[src/rtl/mmult3x3_seq_pkg.sv]
// mmult_pkg: shared constants, FSM state type and packed-matrix index helper
package mmult_pkg;
  localparam int N = 3;
  localparam int DW = 18;
  typedef enum logic [1:0] {IDLE, MAC, DONE} state_e;
  function automatic int idx(input int i, input int j, input int dw);
    return ((i * 3) + j) * dw;
  endfunction
endpackage

[src/rtl/mmult3x3_seq_if.sv]
// mmult3x3_seq_if: operand/result handshake bundle for the sequenced 3x3 multiplier
interface mmult3x3_seq_if #(parameter int DW = mmult_pkg::DW);
  logic in_valid, in_ready, out_valid, out_ready, busy;
  logic [9*DW-1:0] ai, bi, co;
  modport master (output in_valid, ai, bi, out_ready, input in_ready, out_valid, co, busy);
  modport slave (input in_valid, ai, bi, out_ready, output in_ready, out_valid, co, busy);
endinterface

[src/rtl/mmult3x3_seq_mac.sv]
// mmult_mac: shared multiplier + accumulator; MMULT3X3_SEQ_PIPE_EN adds a product register
module mmult_mac #(parameter int DW = mmult_pkg::DW) (
  input  logic          clk,
  input  logic          rst_n,
  input  logic [DW-1:0] a,
  input  logic [DW-1:0] b,
  input  logic          clr,
  input  logic          last,
  output logic [DW-1:0] sum,
  output logic          sum_valid
);
  logic [2*DW-1:0] prod;
  logic [DW-1:0] acc_q, acc_d, add_in;
  logic add_last, unused_hi;
  assign prod = {{DW{1'b0}}, a} * {{DW{1'b0}}, b};
  assign unused_hi = ^prod[2*DW-1:DW];
`ifdef MMULT3X3_SEQ_PIPE_EN
  logic [DW-1:0] prod_q, prod_d;
  logic last_q, last_d;
  // product stage: the adder works on the previous cycle's product
  always_comb begin
    prod_d = clr ? '0 : prod[DW-1:0];
    last_d = clr ? 1'b0 : last;
  end
  // product pipeline register
  always_ff @(posedge clk or negedge rst_n) begin
    if (!rst_n) begin
      prod_q <= '0;
      last_q <= 1'b0;
    end else begin
      prod_q <= prod_d;
      last_q <= last_d;
    end
  end
  assign add_in = prod_q;
  assign add_last = last_q;
`else
  assign add_in = prod[DW-1:0];
  assign add_last = last;
`endif
  assign sum = acc_q + add_in;
  assign sum_valid = add_last;
  // accumulate modulo 2^DW; restart after each finished dot product
  always_comb acc_d = (clr || add_last) ? '0 : sum;
  // accumulator register
  always_ff @(posedge clk or negedge rst_n) begin
    if (!rst_n) acc_q <= '0;
    else acc_q <= acc_d;
  end
endmodule

[src/rtl/mmult3x3_seq.sv]
// mmult3x3_seq: C = A*B with one shared MAC; optional MMULT3X3_SEQ_PIPE_EN pipelines the multiplier
module mmult3x3_seq #(
  parameter int DW = mmult_pkg::DW,
  parameter int N = mmult_pkg::N
) (
  input logic clk,
  input logic rst_n,
  mmult3x3_seq_if.slave bus
);
  import mmult_pkg::*;
  if (N != 3) begin : g_n_check
    $error("mmult3x3_seq: N must be 3");
  end
  state_e state_q, state_d;
  logic [1:0] i_q, i_d, j_q, j_d, k_q, k_d;
  logic [3:0] e_q, e_d;
  logic drain_q, drain_d;
  logic [9*DW-1:0] a_q, a_d, b_q, b_d, c_q, c_d;
  logic accept, issue, last, sum_valid;
  logic [DW-1:0] op_a, op_b, sum;
  assign accept = state_q == IDLE && bus.in_valid;
  assign issue = state_q == MAC && !drain_q;
  assign last = issue && k_q == 2'd2;
  assign op_a = issue ? a_q[idx(int'(i_q), int'(k_q), DW) +: DW] : '0;
  assign op_b = issue ? b_q[idx(int'(k_q), int'(j_q), DW) +: DW] : '0;
  assign bus.in_ready = state_q == IDLE;
  assign bus.out_valid = state_q == DONE;
  assign bus.busy = state_q != IDLE;
  assign bus.co = c_q;
  mmult_mac #(.DW(DW)) u_mac (
    .clk(clk), .rst_n(rst_n), .a(op_a), .b(op_b), .clr(accept), .last(last),
    .sum(sum), .sum_valid(sum_valid)
  );
  // next state: operand capture, i/j/k walk (k innermost), C write-back in result order
  always_comb begin
    state_d = state_q;
    i_d = i_q;
    j_d = j_q;
    k_d = k_q;
    e_d = e_q;
    drain_d = drain_q;
    a_d = a_q;
    b_d = b_q;
    c_d = c_q;
    if (accept) begin
      a_d = bus.ai;
      b_d = bus.bi;
      i_d = '0;
      j_d = '0;
      k_d = '0;
      e_d = '0;
      drain_d = 1'b0;
      state_d = MAC;
    end
    if (issue) begin
      k_d = k_q == 2'd2 ? 2'd0 : k_q + 2'd1;
      j_d = k_q == 2'd2 ? (j_q == 2'd2 ? 2'd0 : j_q + 2'd1) : j_q;
      i_d = (k_q == 2'd2 && j_q == 2'd2) ? (i_q == 2'd2 ? 2'd0 : i_q + 2'd1) : i_q;
      drain_d = k_q == 2'd2 && j_q == 2'd2 && i_q == 2'd2;
    end
    if (sum_valid) begin
      c_d[int'(e_q)*DW +: DW] = sum;
      e_d = e_q + 4'd1;
      state_d = e_q == 4'd8 ? DONE : state_q;
    end
    if (state_q == DONE && bus.out_ready) state_d = IDLE;
  end
  // state, counter and matrix registers
  always_ff @(posedge clk or negedge rst_n) begin
    if (!rst_n) begin
      state_q <= IDLE;
      i_q <= '0;
      j_q <= '0;
      k_q <= '0;
      e_q <= '0;
      drain_q <= 1'b0;
      a_q <= '0;
      b_q <= '0;
      c_q <= '0;
    end else begin
      state_q <= state_d;
      i_q <= i_d;
      j_q <= j_d;
      k_q <= k_d;
      e_q <= e_d;
      drain_q <= drain_d;
      a_q <= a_d;
      b_q <= b_d;
      c_q <= c_d;
    end
  end
endmodule

[src/flat_wrapper.sv]
// flat-port wrapper written by rule: the top's interface ports become plain ports
module mmult3x3_seq_flat import mmult_pkg::*;
#(
  parameter int DW = mmult_pkg::DW,
  parameter int N = mmult_pkg::N
)
  (clk, rst_n, bus_in_valid, bus_ai, bus_bi, bus_out_ready, bus_in_ready, bus_out_valid, bus_co, bus_busy);
  mmult3x3_seq_if #(.DW(DW)) bus_i ();
  input logic clk;
  input logic rst_n;
  input wire logic [$bits(bus_i.in_valid)-1:0] bus_in_valid;
  input wire logic [$bits(bus_i.ai)-1:0] bus_ai;
  input wire logic [$bits(bus_i.bi)-1:0] bus_bi;
  input wire logic [$bits(bus_i.out_ready)-1:0] bus_out_ready;
  output wire logic [$bits(bus_i.in_ready)-1:0] bus_in_ready;
  output wire logic [$bits(bus_i.out_valid)-1:0] bus_out_valid;
  output wire logic [$bits(bus_i.co)-1:0] bus_co;
  output wire logic [$bits(bus_i.busy)-1:0] bus_busy;
  assign bus_i.in_valid = bus_in_valid;
  assign bus_i.ai = bus_ai;
  assign bus_i.bi = bus_bi;
  assign bus_i.out_ready = bus_out_ready;
  assign bus_in_ready = bus_i.in_ready;
  assign bus_out_valid = bus_i.out_valid;
  assign bus_co = bus_i.co;
  assign bus_busy = bus_i.busy;
  mmult3x3_seq #(.DW(DW), .N(N)) u_core (.clk(clk), .rst_n(rst_n), .bus(bus_i));
endmodule
[config.mk]
export PLATFORM = sky130hd
export DESIGN_NAME = mmult3x3_seq_flat
export DESIGN_NICKNAME = d
export VERILOG_FILES = /design/src/rtl/mmult3x3_seq_pkg.sv /design/src/rtl/mmult3x3_seq_if.sv /design/src/rtl/mmult3x3_seq_mac.sv /design/src/rtl/mmult3x3_seq.sv /design/src/flat_wrapper.sv
export SDC_FILE = /design/constraint.sdc
export NUM_CORES = 2
export LEC_CHECK = 0
export ABC_AREA = 1
export ABC_CLOCK_PERIOD_IN_PS = 11320
export BUFFER_PORTS_ARGS = -buffer_cell sky130_fd_sc_hd__clkbuf_2
export CAP_MARGIN = 25
export CORE_UTILIZATION = 40
export CTS_BUF_LIST = sky130_fd_sc_hd__clkbuf_8 sky130_fd_sc_hd__clkbuf_16
export CTS_CLUSTER_DIAMETER = 40
export CTS_CLUSTER_SIZE = 24
export DETAILED_ROUTE_END_ITERATION = 6
export PLACE_DENSITY = 0.65
export SYNTH_ARGS = -nofsm -noshare
export SYNTH_HDL_FRONTEND = slang
export SYNTH_SLANG_ARGS = --single-unit
[constraint.sdc]
create_clock -name clk -period 11.32 [get_ports clk]
set_clock_uncertainty 0.2 [all_clocks]
set_input_delay 1.132 -clock clk [delete_from_list [all_inputs] [get_ports clk]]
set_output_delay 1.132 -clock clk [all_outputs]
set_load 0.01 [all_outputs]
==> impl_metrics.tcl <==
set metrics [dict create \
    port_buffers 492 \
    drv_slew 0 \
    min_period_over_period 0.975 \
    rows 122 \
    synthToLayoutAreaGrowth_pct 26.5 \
    drc_errors 0 \
    cp-end-kind "flip-flop" \
    cts_buffers 90 \
    clk_pin_slew_ps 50 \
    path_class "reg -> reg" \
    critPathRequiredTime_ps 11750 \
    max_cap_viol_count 0 \
    switching_share 0.250 \
    stdcell_count 9201 \
    crit_fanout 19 \
    combPwrFrac 0.020 \
    yosys.area.top_type "dfrtp_1" \
    vias 51400 \
    place_inst 8962 \
    setup_viol 0 \
    die_h_um 336 \
    timing.fmax_mhz 90.6 \
    status "complete, no violations" \
    root_buffer "clkbuf_16" \
    clkSinkCount 517 \
    clk_path_buf_depth 3 \
    slew-limit-headroom 0.286 \
    synth_edf_count 0 \
    gp_congestion 1.03 \
    initial_utilization 0.403 \
    ant_nets 0 \
    fin_nets 8178 \
    startpoint_type "flip-flop" \
    seq_area_frac_synth 0.291 \
    layout_min_cycle_time_ps 11040 \
    synthTopCellsByArea "dfrtp_1 (29%), nand3_1 (19%), nand2_1 (19%), fa_1 (5.7%), inv_1 (4.8%)" \
    ys_warn_count 0 \
    layout_commonest_cell "nand2_1" \
    dp_hpwl_mm 138 \
    grt_pass1_vias 48900 \
    synth-seq-cells 517 \
    grt_max_degree 177 \
    final_cell_mix "nand2_1 (2,210), nand3_1 (1,601), inv_1 (539)" \
    io_pins 493 \
    dr.pass1.iters 7 \
    hold_viol_final 0 \
    seqPwrFrac 0.378 \
    internal_power_w 0.00367 \
    synth_cell_type_count 63 \
    overflow 0 \
    synthFlopType "dfrtp_1" \
    clk_latency_ps 710 \
    fp.coreArea_sq_mm 0.111 \
    grt_pass1_wl_mm 282 \
    async_reset_ff_frac 1.00 \
    power_switching_w 0.00122 \
    ir_drop_uv 113 \
    htreeDepth 3 \
    cts_tree "done" \
    arrival_ps 11470 \
    p_leak_nw 29.0 \
    cp_slowest_stage_delay_ps 780 \
    pwr-share-clk 0.602 \
    antenna_found_initial 3 \
    critPathSlowestCell "fa_4" \
    post_drt_wl_per_cell_um 20.3 \
    die_w_um 336 \
    final_util 0.510 \
    vias_per_cell 5.58 \
    hold_path_class "in -> async" \
    avgSynthCellArea_sq_um 6.40 \
    layout-drive-gt1-share 0.203 \
    die-area_sq_mm 0.113 \
    track_usage 0.321 \
    rsz0062_at_grt "true" \
    synth_top_area_share 0.291 \
    wl_mm 186 \
    first_iter_violations 5663 \
    netlist_instances 6959 \
    syn_area_sq_mm 0.0445 \
    syn-num-nets 7504 \
    worstMarginPinSlew_ps 1070 \
    powerDensity_mw_per_mm2 86.9 \
]
==> power groups by stage <==
stage | logic (W) | clock network (W) | registers, W
finish | 0.0000963 | 0.00295 | 0.00185
global route | 0.000110 | 0.00308 | 0.00185
CTS | 0.0000996 | 0.00299 | 0.00185
detailed placement | 0.0000991 | 0 | 0.00188
global placement | 0.0000981 | 0 | 0.00188
floorplan | 0.0000000192 | 0 | 0.00188
==> path summary, 6_finish.rpt <==
kind                          startpoint                 to  slack, ps  cells after the start
max                        u_core.i_q[0]  u_core.bus.co[22]        280                     59
min                                rst_n     u_core.b_q[14]        260                      1
max reg2reg                u_core.i_q[0]  u_core.bus.co[22]        280                     59
min reg2reg                u_core.b_q[1]      u_core.b_q[1]        280                      2
max in group asynchronous          rst_n     u_core.a_q[63]       8550                      3
min in group clk           u_core.b_q[1]      u_core.b_q[1]        280                      2
==> sequential cells by signal, summed over array words and instances, names as in the netlist <==
register,flops
u_core.a_q,162
u_core.b_q,162
u_core.bus.co,162
u_core.drain_q,1
u_core.e_q,4
u_core.i_q,2
u_core.j_q,2
u_core.k_q,2
u_core.state_q,2
u_core.u_mac.acc_q,18
==> kinds of logic (layout without fill, tap and decap cells) <==
logic type | Yosys count | count (layout) | share of synthesized area
simple gates | 4489 | 4489 | 0.435
fa+ha+maj | 217 | 217 | 0.0824
mux | 53 | 53 | 0.0120
flops | 517 | 517 | 0.291
buf+inv | 1044 | 1796 | 0.0964
other cells | 0 | 2 | 0
compound gates | 619 | 619 | 0.0801
xor+xnor | 20 | 20 | 0.00410
==> worst max-delay path, delay by kind of cell (launching register included) <==
family / cells / cell delay [ps]
AOI/OAI and AO/OA: 10 / 1780
xor gates and xnor gates: 1 / 170
adders and majority gates: 12 / 4430
buffers and inverters: 19 / 2000
DFF: 1 / 380
and+or+nand+nor: 17 / 2000
==> cell type report <==
type | instances | area [sq um]
inverter | 593 | 2260
clock buffer | 97 | 2350
tap | 1488 | 1860
multi-input combinational | 5398 | 28600
clock inverter | 73 | 996
antenna | 2 | 5.00
sequential | 517 | 12900
fill | 11400 | 54200
timing repair buffer | 1033 | 7320
==> metrics by stage <==
step / worst slack (ps) / hold WS [ps] / instance area [sq um] / power, W / setup TNS, ps
after floorplan: 406 / 244 / 44500 / 0.00188 / 0
after global placement: -216 / 268 / 50800 / 0.00198 / -6650
after detailed placement: -228 / 268 / 50800 / 0.00198 / -10020
after CTS: 1.36 / 282 / 54300 / 0.00494 / 0
after global routing: -173 / 296 / 56300 / 0.00504 / -6990
final: 278 / 264 / 56300 / 0.00489 / 0
==> synth_stat cells (all sizes together) (4+ instances only) <==
master / instances
nand4: 31
o21ai: 291
a21oi: 170
buf: 248
ha: 90
dfrtp: 517
o311ai: 4
a31oi: 25
fa: 127
inv: 585
nand3b: 7
o31ai: 4
nor3: 29
xnor2: 9
mux2i: 51
clkinv: 8
o22ai: 18
o21a: 26
clkbuf: 203
or2: 21
a22o: 13
xor2: 11
nor2: 408
o211ai: 51
nand3: 1713
nand2: 2270
==> routing by layer <==
metal  part of all wire  up-vias  GRT usage
met5            0.00011        -          0
met4              0.053        2      0.150
met3              0.081      496     0.0511
met2               0.45     2469      0.502
met1               0.42    24300      0.432
li1                   -    24200          -
==> timing repair <==
item,4_1_cts,5_1_grt
resized for setup,16,343
gates cloned,2,11
pin swaps,5,78
hold buffers,0,0
setup endpoints to repair,116,155
buffers inserted,2,53
Power figures use the tool's default switching activity.
